===== src/rtl/cfg_loader_pkg.sv =====
// ---------------------------------------------------------------------------
// cfg_loader_pkg
// Purpose : Shared definitions for the configuration loader: the loader FSM
//           state encoding, the largest supported register count and the
//           layout of the peripheral-interface (pi_*) write bus.
// Contents: N_REG_MAX  - upper bound on the number of config registers
//           state_t    - loader FSM states
//           pi_bus_t   - one field per pi_* output of cfg_loader
// ---------------------------------------------------------------------------
package cfg_loader_pkg;

    localparam int N_REG_MAX = 16;

    typedef enum logic [2:0] {
        IDLE,
        WR_SET,
        WR_STB,
        RD_SET,
        RD_CHK,
        FIN
    } state_t;

    // Field order mirrors the pi_* ports: strobe, write qualifier,
    // region select, register index, write data.
    typedef struct packed {
        logic       act;
        logic       we;
        logic       ce_cfg;
        logic [3:0] addr;
        logic [7:0] dato;
    } pi_bus_t;

endpackage


===== src/rtl/cfg_loader.sv =====
// ---------------------------------------------------------------------------
// cfg_loader
// Purpose : Copies a 128-bit configuration image into N_REG byte-wide
//           config registers over the pi_* bus, then optionally reads every
//           register back and compares it against the image.
// Ports   : clk        - system clock, rising edge
//           rst_n      - asynchronous active-low reset
//           start      - one-cycle load request (accepted only in IDLE)
//           abort      - synchronous cancel of a load in progress
//           img        - config image, byte k targets register k
//           pi_act     - bus transaction strobe (write pulses only)
//           pi_we      - write qualifier
//           pi_ce_cfg  - config-register region select
//           pi_addr    - register index
//           pi_dato    - write data
//           pi_di      - read-back data from the responder
//           busy       - load in progress
//           done       - one-cycle pulse on a clean completion
//           err        - sticky read-back mismatch flag
//           err_addr   - index of the first mismatching register
// ---------------------------------------------------------------------------
module cfg_loader
    import cfg_loader_pkg::*;
#(
    parameter int N_REG  = 9,
    parameter bit VERIFY = 1'b1
) (
    input  logic         clk,
    input  logic         rst_n,
    input  logic         start,
    input  logic         abort,
    input  logic [127:0] img,
    output logic         pi_act,
    output logic         pi_we,
    output logic         pi_ce_cfg,
    output logic [3:0]   pi_addr,
    output logic [7:0]   pi_dato,
    input  logic [7:0]   pi_di,
    output logic         busy,
    output logic         done,
    output logic         err,
    output logic [3:0]   err_addr
);

    localparam logic [3:0] LAST_IDX = 4'(N_REG - 1);

    state_t     state;
    state_t     next_state;
    logic [3:0] idx;
    logic [7:0] shadow [N_REG_MAX];
    logic [7:0] rd_data;
    pi_bus_t    pi;
    logic       load_go;
    logic       last_idx;
    logic       mismatch;

    // abort wins over start so a simultaneous request never begins a load
    assign load_go  = start && !abort;
    assign last_idx = (idx == LAST_IDX);
    assign mismatch = (rd_data != shadow[idx]);

    assign pi_act    = pi.act;
    assign pi_we     = pi.we;
    assign pi_ce_cfg = pi.ce_cfg;
    assign pi_addr   = pi.addr;
    assign pi_dato   = pi.dato;

    always_ff @(posedge clk or negedge rst_n) begin
        if (!rst_n) begin
            state <= IDLE;
        end else begin
            state <= next_state;
        end
    end

    // Bus outputs are decoded from state alone, so reset clears them
    // immediately without waiting for a clock edge.
    always_comb begin
        next_state = state;
        pi         = '0;
        busy       = 1'b0;
        done       = 1'b0;
        case (state)
            IDLE: begin
                if (load_go) begin
                    next_state = WR_SET;
                end
            end
            WR_SET: begin
                busy       = 1'b1;
                pi.we      = 1'b1;
                pi.ce_cfg  = 1'b1;
                pi.addr    = idx;
                pi.dato    = shadow[idx];
                next_state = WR_STB;
            end
            WR_STB: begin
                busy       = 1'b1;
                pi.act     = 1'b1;
                pi.we      = 1'b1;
                pi.ce_cfg  = 1'b1;
                pi.addr    = idx;
                pi.dato    = shadow[idx];
                if (!last_idx) begin
                    next_state = WR_SET;
                end else begin
                    next_state = VERIFY ? RD_SET : FIN;
                end
            end
            RD_SET: begin
                busy       = 1'b1;
                pi.ce_cfg  = 1'b1;
                pi.addr    = idx;
                next_state = RD_CHK;
            end
            RD_CHK: begin
                busy      = 1'b1;
                pi.ce_cfg = 1'b1;
                pi.addr   = idx;
                if (mismatch || last_idx) begin
                    next_state = FIN;
                end else begin
                    next_state = RD_SET;
                end
            end
            FIN: begin
                // An abort landing on FIN still counts as a cancelled load.
                done       = !err && !abort;
                next_state = IDLE;
            end
            default: begin
                next_state = IDLE;
            end
        endcase
        if (abort && (state != IDLE)) begin
            next_state = IDLE;
        end
    end

    // Shadow image, index counter, read-back register and error flags.
    // idx is reloaded to 0 at the end of the write pass so the verify pass
    // starts from register 0; it never steps past LAST_IDX.
    always_ff @(posedge clk or negedge rst_n) begin
        if (!rst_n) begin
            idx      <= '0;
            rd_data  <= '0;
            err      <= 1'b0;
            err_addr <= '0;
            for (int k = 0; k < N_REG_MAX; k++) begin
                shadow[k] <= '0;
            end
        end else begin
            case (state)
                IDLE: begin
                    if (load_go) begin
                        idx      <= '0;
                        err      <= 1'b0;
                        err_addr <= '0;
                        for (int k = 0; k < N_REG_MAX; k++) begin
                            shadow[k] <= img[8*k +: 8];
                        end
                    end
                end
                WR_STB: begin
                    if (!abort) begin
                        idx <= last_idx ? 4'd0 : idx + 4'd1;
                    end
                end
                RD_SET: begin
                    rd_data <= pi_di;
                end
                RD_CHK: begin
                    if (!abort) begin
                        if (mismatch) begin
                            err      <= 1'b1;
                            err_addr <= idx;
                        end else if (!last_idx) begin
                            idx <= idx + 4'd1;
                        end
                    end
                end
                default: begin
                end
            endcase
        end
    end

endmodule


===== config.mk =====
export PLATFORM = sky130hd
export DESIGN_NAME = cfg_loader
export DESIGN_NICKNAME = d
export VERILOG_FILES = /design/src/rtl/cfg_loader_pkg.sv /design/src/rtl/cfg_loader.sv
export SDC_FILE = /design/constraint.sdc
export NUM_CORES = 1
export LEC_CHECK = 0
export BUFFER_PORTS_ARGS = -buffer_cell sky130_fd_sc_hd__buf_2
export CORE_MARGIN = 5
export CORE_UTILIZATION = 40
export CTS_CLUSTER_DIAMETER = 100
export CTS_CLUSTER_SIZE = 20
export DETAILED_ROUTE_END_ITERATION = 10
export HOLD_SLACK_MARGIN = 0.03
export PLACE_DENSITY = 0.64
export SYNTH_ARGS = -nofsm -noshare
export SYNTH_HDL_FRONTEND = slang
export SYNTH_SLANG_ARGS = --single-unit

===== constraint.sdc =====
create_clock -name clk -period 2.75 [get_ports clk]
set_input_delay 0 -clock clk [delete_from_list [all_inputs] [get_ports clk]]
set_output_delay 0 -clock clk [all_outputs]
set_load 0.05 [all_outputs]

# Word level (Yosys, flattened, before mapping)
# Cells that the tools add are included.
# classes
add_sub_neg,1
order_cmp,1
n_eq_ne,14
n_mux,28
bitwise,1
n_reduce_logical,15
# op_table
operator,n
$bmux 8 s4,1
$mux 4,8
$mux 8,3
$pmux 3 s5,1
$ne 2x2->1 const B,6
$pmux 4 s3,1
$mux 3,3
$ne 8x8->1,1
$pmux 4 s2,1
$mux 1,7
$eq 3x2->1 const B,2
$eq 3x3->1 const B,2
$reduce_and 6->1,1
$reduce_bool 3->1,2
$ge 5x5->1 const B,1
$mux 5,1
$not 4->5,1
$add 4x1->4 const B,1
$eq 4x4->1 const B,1
$reduce_and 4->1,1
$reduce_or 4->1,1
$eq 3x1->1 const B,1
$logic_and 1x1->1,3
$logic_not 3->1,1
8 further kinds,9
# totals
register_bits,148
input_bits,140
output_inout_bits,22
elab_cells,81

# Longest topological paths before layout
# Gate-level depths: netlist (run 1).
# logic_depth
ltp_word,9
ltp_mapped,12

# Worst setup path before layout (run 1)
# No wires, ideal clock.
# synth_timing
path_kind,register -> register
from,register idx[0]
to,register err_addr[0]
arrival_time_ps,2463
t_required_ps,2671
setup_slack_ps,208
stages_incl_launch_ff,13
n_path_buf,3
path_cell_list,dfrtp_1 -> buf_6 -> buf_12 -> mux4_1 -> nand2_1 -> nand3_2 -> o21ai_2 -> xor2_1 -> nand3_1 -> nor4_4 -> or3_1 -> buf_6 -> mux2i_1
# synth_via
elab_chain_cells,7
elab_cells_between_ends,10
classes_between,2 x eq/ne; 6 x mux; 1 x bitwise; 1 x reduce/logical
# synth_lines
element,line,rtl
"start, declared",cfg_loader.sv:49,logic [3:0] idx;
"start signal, assigned",cfg_loader.sv:166,idx <= last_idx ? 4'd0 : idx + 4'd1;
"start signal, assigned",cfg_loader.sv:178,idx <= idx + 4'd1;
$not 4->5 (implied by the code),cfg_loader.sv:60,assign mismatch = (rd_data != shadow[idx]);
$bmux 8 s4,cfg_loader.sv:60,
$mux 8 (implied by the code) (2 in series),cfg_loader.sv:60,
$ne 8x8->1,cfg_loader.sv:60,
$ne 2x2->1 (no source line),-,
$reduce_and 4->1 (no source line),-,
"end signal, assigned",cfg_loader.sv:176,err_addr <= idx;
"end, declared",cfg_loader.sv:42,output logic [3:0] err_addr
# Several ways; a longest one is shown, not always the timed one. The select of a mux whose other input is x is not followed.
# A chain may end at the register's enable or synchronous reset.

# Worst setup path after layout (run 1)
# layout_timing
from,register idx[0]
to,register idx[3]
# layout_via
elab_chain_cells,7
elab_cells_between_ends,16
classes_between,1 x add/sub; 4 x eq/ne; 9 x mux; 1 x bitwise; 1 x reduce/logical
# layout_lines
element,line
$not 4->5 (implied by the code),cfg_loader.sv:60
$bmux 8 s4,cfg_loader.sv:60
$mux 8 (implied by the code) (2 in series),cfg_loader.sv:60
$ne 8x8->1,cfg_loader.sv:60
$ne 2x2->1 (no source line),-
$reduce_and 6->1 (no source line),-
# Several ways; a longest one is shown, not always the timed one. The select of a mux whose other input is x is not followed.

==> metrics.txt, run 1 <==
outcome=completed; Max-Cap Viols=0; Worst path top cell family by delay=compound AO/OA/AOI/OAI gates; Crit Path Max Fanout=7; xor/xnor share of the synthesized area=1.60%; CP arrival=2.99 ns; Period minus WS final=2.69 ns; Hold Worst Slack=0.139 ns; Internal Pwr Total=5.01 mW; maximum operating frequency=371 MHz; Pwr Total=6.95 mW; crit path cell chain=buf_6 > mux4_1 > nand2_1 > nand2_1 > xor2_1 > a2111o_1 > nor4_4 > buf_4 > o31ai_2 > o21bai_1; DRC=0; area delta synth->final=45.5%; clk sink count=148; mux cell area share after synthesis=32.4%; highest-delay cell along the critical path=mux4_1; Net Sw Frac=27.9%; Critical Path Sink Type=register; first-pass GRT wire length=30600 um; Layout fillers=1364; mean post-synth cell area=13.8 um2; Worst EP required=3.05 ns; Site Rows=48; share of cells above drive strength 1=46.6%; Critical Path Start Type=register; most frequent cells in the layout=buf_2, dfrtp_1, dlygate4sd3_1; Core ar.=17400 um2; htree depth=4; nets=973; share of synthesized cell area in full adder, half adder and majority cells=0.352%; syn nets=656; Net Sw Power=1.94 mW; Initial Utilization=41.0%; sequential fraction of the synthesis area=52.0%; Cell Area, Synth=7120 um2; final wirelength=19600 um; fin. max-slew vios=0; clock slew at reported path FFs=0.06 ns; commonest non-fill, non-tap cell in the layout=buf_2; Hold Crit Class=input port to async pin; final setup vio count=0; Worst Path Buf+Inv=2; drt via density=5.03; CTS Buf Count=17; Flop pwr share=42.4%; Pleak=4.60 nW; drt first pass iters=4; EDFF count, synth=0; GRT Total Usage=19.4%; Post-Syn Instances=514; final hold vios=0; CP most frequent cell=nand2_1; RSZ-0062 raised after global routing=true; Simple-Gate Fraction of Synth Area=5.49%; vias in the first global route=5950; Least-Margin Pin Slew=0.651 ns; ANT nets after route=0; Root Driver=clkbuf_16; Worst-Skew Late Latency=0.41 ns; Die ar.=20600 um2; Critical Path Max Stage Delay=0.53 ns; width of the chip=143 um; compound-cell area share of the yosys netlist=4.47%; detailed-route via count=5386; Synth Warn #=0; Final period util=97.9%; asr flop ratio synth=100%; CTS tree=done; CTS Buffer Depth=2; Clock Power Share=31.8%; combinational family with the most area after synthesis=multiplexers; worst-case vdd ir drop=0.429 mV; I/O pin count=162; CP Class=register to register; largest net degree at the start of global routing=82; Iteration-0 DRC Markers=249; port buffer count=161; post-DP HPWL=13400 um; clk_skew=0.00739 ns; Die Span Y=143 um; post-synth cell types=51; gr ovfl total=0; initial antenna violation count=1; top_reg_cell synth=dfrtp_1; register bit count reported by yosys=148; Power per Cell Area=672 nW/um2; Routed wire per std cell=18.4 um; Placer Congestion=0.828; combinational group share of total power=25.9%; relative slew slack=56.6%
## worst register-to-register path: cells and delay by family, from the launching register on
kind	cells	cell delay, ns
AO/OA/AOI/OAI	3	0.68
XOR/XNOR	1	0.17
buffers and inverters	2	0.34
flip-flops	1	0.43
multiplexers	1	0.53
AND/OR/NAND/NOR	3	0.44
## final timing paths
kind                       startpoint  slack (ns)  depth (start not counted)           to
min reg2reg                shadow[99]        0.50                          1   shadow[99]
max in group asynchronous       rst_n        1.71                          3  shadow[120]
min                             rst_n        0.14                          2   shadow[51]
max                            idx[0]        0.06                         10       idx[3]
min in group clk               img[8]        0.34                          3  shadow[112]
max reg2reg                    idx[0]        0.06                         10       idx[3]
## cell type report
cell class              instances  area (um2)  share of cell area (%)
repair buffers                331        2570                    24.9
diodes                          1        2.50                  0.0242
clock buffers                  24         492                    4.75
inverters                       6        22.5                   0.217
flip-flops and latches        148        3710                    35.8
multi-input cells             327        3200                    30.9
clock inverters                 8        75.1                   0.725
well taps                     225         282                    2.72
## state kept, by name (all words and copies together) (netlist names)
register / cells
idx: 4
rd_data: 8
state: 3
err: 1
err_addr: 4
shadow: 128
## power by group through the flow
stage                     sequential, mW  combinational, mW  clock, mW
after global placement              2.95               1.54          0
after floorplan                     2.86               1.17          0
after CTS                           2.93               1.75       2.26
after detailed placement            2.97               1.59          0
after global routing                2.99               1.95       2.35
final                               2.95               1.80       2.21
## what timing repair did
| action | 4_1_cts | 5_1_grt |
|---|---|---|
| gates cloned | 0 | 2 |
| hold endpoints to repair | 211 | 0 |
| gates resized for setup | 1 | 12 |
| pin swaps | 0 | 8 |
| setup buffers | 0 | 12 |
| hold buffers | 139 | 0 |
| endpoints found under the setup margin | 1 | 11 |
## cells in the mapped netlist (7+ instances only)
library cell | count | area, um2
dfrtp_1 | 148 | 3700
mux2_2 | 136 | 1530
nand2_1 | 39 | 146
mux2i_1 | 27 | 270
nor2_1 | 20 | 75.1
mux4_2 | 16 | 360
clkbuf_1 | 14 | 52.6
a21oi_1 | 8 | 40.0
a22oi_1 | 7 | 52.6
xnor2_1 | 7 | 61.3
## layer usage
metal  GRT usage [%]  vias up  wire (um)
met1            24.9     2710       8260
met5               0        -          0
met4            7.19        0        408
li1                -     2497          -
met3            3.99       30       1030
met2            32.7      149       9930
## per-stage QoR
| step | utilization, % | TNS (ns) | instance area (um2) | cells | worst slack, ns |
|---|---|---|---|---|---|
| after floorplan | - | 0 | 7120 | 514 | 0.208 |
| after global placement | 47.2 | 0 | 8190 | 884 | 0.0929 |
| after detailed placement | 47.2 | 0 | 8190 | 884 | 0.0207 |
| after CTS | 58.5 | 0 | 10200 | 1055 | 0.0331 |
| after global routing | 59.7 | -0.264 | 10400 | 1070 | -0.0649 |
| final | 59.7 | 0 | 10400 | 1070 | 0.0577 |
## kinds of logic after synthesis
| family | count (synthesis) |
|---|---|
| XOR/XNOR | 13 |
| AND/OR/NAND/NOR | 84 |
| buffers and inverters | 39 |
| multiplexers | 185 |
| AO/OA/AOI/OAI | 43 |
| adder cells (fa/ha/maj) | 2 |
| flip-flops | 148 |
(Power assumes the default switching activity.)
==> run 2: changes to the inputs <==
- CORE_UTILIZATION: 40 -> 50
- CTS_CLUSTER_SIZE: 20 -> default
- PLACE_DENSITY: 0.64 -> 0.75
==> metrics.txt, run 2 (synthesis results as in run 1) <==
detailed-route via count=5661 (+5.1%); beginning of the critical path=idx[0]; area post-placement=8140 um2 (-0.66%); failing checks=setup timing; final wirelength=21900 um (+11%); Power per Cell Area=700 nW/um2 (+4.2%); Critical Path Start Type=register; width of the chip=129 um (-9.8%); maximum operating frequency=360 MHz (-3.1%); ANT nets after route=0 (unchanged); clk_skew=0.00761 ns (+0.000223 ns); Pleak=4.65 nW (+1.0%); CP arrival=3.08 ns (+0.09 ns); Initial Utilization=51.1% (+10 points); Layout fillers=856 (-37%); clock slew at reported path FFs=0.06 ns (about the same); CTS Buf Count=17 (unchanged); commonest non-fill, non-tap cell in the layout=buf_2; Worst EP required=3.05 ns (about the same); Site Rows=43 (-10%); vias in the first global route=6213 (+4.4%); I/O pin count=162 (unchanged); Routed wire per std cell=21.2 um (+16%); Setup crit end=idx[0]; FF-to-FF setup slack=-0.03 ns (-0.09 ns); share of cells above drive strength 1=48.3% (+1.7 points); drt first pass iters=4 (unchanged); number of flip-flops in the largest register=128 (unchanged); Die Span Y=129 um (-9.8%); gr ovfl total=0 (unchanged); Pwr Total=7.26 mW (+4.3%); Period minus WS final=2.78 ns (+0.0863 ns); nets=977 (+0.41%); Max-Cap Viols=0 (unchanged); final hold vios=0 (unchanged); post-route cell area=10400 um2 (about the same); RSZ-0062 raised after global routing=true; fin. max-slew vios=0 (unchanged); CP Class=register to register; Iteration-0 DRC Markers=400 (+61%); Placer Congestion=0.875 (+5.6%); DRC=0 (unchanged); first-pass GRT wire length=33300 um (+8.7%); worst-case vdd ir drop=0.521 mV (+21%); largest net degree at the start of global routing=134 (+63%); largest registers=shadow (128), rd_data (8); CTS tree=done; Worst Slack Setup Final=-0.0286 ns (-0.0863 ns); most frequent cells in the layout=buf_2, dfrtp_1, dlygate4sd3_1; Least-Margin Pin Slew=0.795 ns (+0.145 ns); r2r startpoint=idx[0]; CTS Buffer Depth=2 (unchanged); clk sink count=148 (unchanged); Crit Path Max Fanout=8 (+1); outcome=complete, but fails checks; Final period util=101% (+3.1 points); Hold Crit Class=input port to async pin; post-DP HPWL=12700 um (-5.6%); GRT Total Usage=26.6% (+7.1 points); Reg with most FFs=shadow; Critical Path Sink Type=register; R2R depth=11 (+1); Worst-Skew Late Latency=0.42 ns (about the same); drt via density=5.50 (+9.2%); final setup vio count=5 (+5); port buffer count=161 (unchanged); htree depth=4 (unchanged); initial antenna violation count=3 (+2); Root Driver=clkbuf_16; RR Endpoint=idx[0]; Core ar.=13900 um2 (-20%); relative slew slack=47.0% (-9.6 points); Die ar.=16700 um2 (-19%); area delta synth->final=45.7% (about the same)
## run 2: changes by cell type in the layout (fill, tap and decap cells not counted), moves of 3 or more
cell     before  now
buf_4        20   27
nand2_1      39   35
nand2_2       0    4
buf_12        8    5
## run 2: worst max-delay path, cell delays in order (launching register included)
cell and delay (ns):
dfrtp_4 0.54, buf_8 0.17, buf_4 0.12, mux4_2 0.50
nand2_1 0.10, nand2_1 0.11, a21oi_2 0.23, xnor2_2 0.12
nor4_4 0.33, buf_4 0.21, o21a_1 0.15, o22ai_1 0.08
## run 2: layout make-up
cell class / count / area, um2 / area share (%)
Multi-Input combinational cell: 327 / 3260 / 31.5
Tap cell: 180 / 225 / 2.17
Sequential cell: 148 / 3710 / 35.8
Clock inverter: 10 / 131 / 1.27
Inverter: 6 / 26.3 / 0.253
Clock buffer: 21 / 460 / 4.44
Timing Repair Buffer: 335 / 2540 / 24.5
Antenna cell: 3 / 7.51 / 0.0724
## run 2: per-layer routing
layer	GRT usage, %	vias to the layer above	part of all wire (%)
met5	0	-	0
met4	14.9	0	4.6
met3	5.89	72	5.5
met2	44.7	240	52
met1	31.7	2846	38
li1	-	2503	-
## run 2: how the worst min path moves through the flow
stage	startpoint	endpoint	slack, ns	cells past startpoint
2_1_floorplan	rst_n	err	-0.30	0
3_3_place_gp	rst_n	shadow[3]	0.05	1
3_5_place_dp	rst_n	shadow[3]	0.07	1
4_1_cts	rst_n	shadow[8]	0.18	2
5_1_grt	rst_n	shadow[3]	0.24	2
6_report	rst_n	shadow[3]	0.18	2
## run 2: power by group
part	total [mW]	internal (mW)	switching, mW	leakage [nW]
logic	1.90	1.05	0.847	2.59
clock network	2.36	1.46	0.898	0.292
registers	2.99	2.66	0.331	1.76
total	7.26	5.18	2.08	4.65
## run 2: what timing repair did
action,4_1_cts,5_1_grt
setup endpoints to repair,11,11
endpoints found under the hold margin,215,0
hold buffers,139,0
buffers inserted,4,12
gates resized for setup,11,20
pin swaps,0,12
## run 2: metrics by stage
| step | hold slack, ns | setup TNS [ns] | std cells | utilization [%] | worst slack (ns) |
|---|---|---|---|---|---|
| after global routing | 0.237 | -0.844 | 1030 | 74.4 | -0.126 |
| after detailed placement | 0.0665 | -1.84 | 841 | 58.4 | -0.250 |
| after global placement | 0.0514 | -0.856 | 841 | 58.4 | -0.116 |
| final | 0.185 | -0.0956 | 1030 | 74.4 | -0.0286 |
| after floorplan | -0.296 | 0 | 514 | - | 0.208 |
| after CTS | 0.183 | 0 | 1015 | 73.1 | 0.00547 |
==> run 3: changes to the inputs <==
- CORE_UTILIZATION: 50 -> 49
- PLACE_DENSITY: 0.75 -> 0.76
- clock period: 2.75 -> 2.33 ns (I/O delays scaled with it)
==> metrics.txt, run 3 (synthesis results as in run 1) <==
final wirelength=23800 um (+9.1%); RSZ-0062 raised after global routing=true; Worst-Skew Late Latency=0.43 ns (about the same); final setup vio count=16 (+11); Routed wire per std cell=22.5 um (+6.1%); outcome=complete, but fails checks; Power per Cell Area=826 nW/um2 (+18%); post-DP HPWL=13400 um (+5.7%); Site Rows=44 (+2.3%); width of the chip=131 um (+0.94%); Initial Utilization=49.5% (-1.5 points); Placer Congestion=0.868 (-0.80%); Hold Crit Class=input port to async pin; Worst Slack Setup Final=-0.461 ns (-0.432 ns); detailed-route via count=5971 (+5.5%); Period minus WS final=2.79 ns (+0.0121 ns); first-pass GRT wire length=34700 um (+4.0%); Least-Margin Pin Slew=0.653 ns (-0.143 ns); port buffer count=161 (unchanged); CTS tree=done; Sum Neg Setup Slack=-5.33 ns (-5.23 ns); final hold vios=0 (unchanged); non-filler instance count after layout=1059 (+2.8%); ANT nets after route=0 (unchanged); clk_skew=0.0112 ns (+0.00354 ns); gr ovfl total=0 (unchanged); nets=1004 (+2.8%); Root Driver=clkbuf_16; maximum operating frequency=358 MHz (-0.43%); worst-case vdd ir drop=0.628 mV (+21%); most frequent cells in the layout=buf_2, dfrtp_1, dlygate4sd3_1; dpl cells=864 (+2.7%); Max-Cap Viols=0 (unchanged); Worst EP required=2.66 ns (-0.39 ns); htree depth=4 (unchanged); Place WS=-0.410 ns (-0.160 ns); commonest non-fill, non-tap cell in the layout=buf_2; Pleak=4.79 nW (+3.2%); fin. max-slew vios=0 (unchanged); Die ar.=17000 um2 (+1.9%); DRC=0 (unchanged); number of flip-flops in the largest register=128 (unchanged); Die Span Y=131 um (+0.94%); largest net degree at the start of global routing=71 (-47%); relative slew slack=56.5% (+9.5 points); largest registers=shadow (128), rd_data (8); vias in the first global route=6337 (+2.0%); clk sink count=148 (unchanged); initial antenna violation count=0 (-3); CP Class=register to register; Crit Path Max Fanout=7 (-1); Iteration-0 DRC Markers=520 (+30%); failing checks=setup timing; CTS Buf Count=17 (unchanged); Core ar.=14400 um2 (+3.1%); drt first pass iters=7 (+3); Reg with most FFs=shadow; CP arrival=3.12 ns (+0.04 ns); Final period util=120% (+19 points); clock slew at reported path FFs=0.06 ns (about the same); GRT Total Usage=27.3% (+0.68 points); area delta synth->final=51.0%; I/O pin count=162 (unchanged); Critical Path Sink Type=register; share of cells above drive strength 1=51.8% (+3.5 points); CTS Buffer Depth=2 (unchanged); Critical Path Start Type=register; drt via density=5.64 (+2.6%)
[run 3: cell types whose count changed in the layout (fill, tap and decap cells not counted), moves of 4 or more]
| cell | change |
|---|---|
| buf_4 | +18 |
| buf_6 | +12 |
| buf_2 | -8 |
| nand2_1 | -5 |
| clkinv_2 | -4 |
| nand2_2 | +4 |
[run 3: final cells by class]
cell class | count | area, um2
flip-flops and latches | 148 | 3710
well taps | 184 | 230
clock buffers | 24 | 502
clock inverters | 7 | 96.3
fillers | 816 | 3620
repair buffers | 362 | 2880
inverters | 6 | 22.5
diodes | 1 | 2.50
multi-input cells | 327 | 3310
[run 3: where the power goes]
part | switching (mW) | internal [mW] | total [mW]
Combinational | 1.11 | 1.40 | 2.51
Sequential | 0.446 | 3.14 | 3.59
Clock | 1.07 | 1.71 | 2.78
Total | 2.62 | 6.26 | 8.88
[run 3: worst max-delay path, stage by stage (launching register included)]
cell and delay [ns]:
dfrtp_2 0.48, buf_12 0.17, buf_4 0.15, and2_4 0.19, a22oi_2 0.20, nand2_1 0.12
xor2_1 0.17, a21oi_1 0.09, a2111o_1 0.43, nor4_4 0.23, or3_4 0.23, mux2i_1 0.23
[run 3: worst paths after layout]
path	end	from	slack, ns	depth (start not counted)
max	err_addr[3]	idx[0]	-0.46	11
min	shadow[88]	rst_n	0.15	2
max reg2reg	err_addr[3]	idx[0]	-0.46	11
min reg2reg	shadow[3]	shadow[3]	0.51	1
max in group asynchronous	shadow[19]	rst_n	1.33	3
min in group clk	shadow[100]	img[28]	0.34	3
[run 3: per-layer routing]
metal	vias to the layer above	part of all wire [%]	track usage, %
met5	-	0	0
li1	2562	-	-
met2	325	51	45.2
met1	2999	37	33.2
met4	0	4.5	13.4
met3	85	7.2	7.03
[run 3: repair_timing]
| item | CTS | global route |
|---|---|---|
| hold endpoints to repair | 206 | 0 |
| setup endpoints to repair | 14 | 19 |
| pin swaps | 14 | 25 |
| hold buffers | 139 | 0 |
| setup buffers | 14 | 10 |
| cloned | 2 | 0 |
| resized for setup | 30 | 37 |
[run 3: stage by stage]
step | hold slack, ns | power, mW | utilization, % | cell area (um2)
2_1_floorplan | -0.296 | 4.77 | - | 7120
3_3_place_gp | 0.0362 | 5.37 | 57.7 | 8290
3_5_place_dp | 0.0519 | 5.47 | 57.7 | 8290
4_1_cts | 0.167 | 8.54 | 73.4 | 10600
5_1_grt | 0.208 | 9.20 | 74.8 | 10700
6_report | 0.147 | 8.88 | 74.8 | 10700
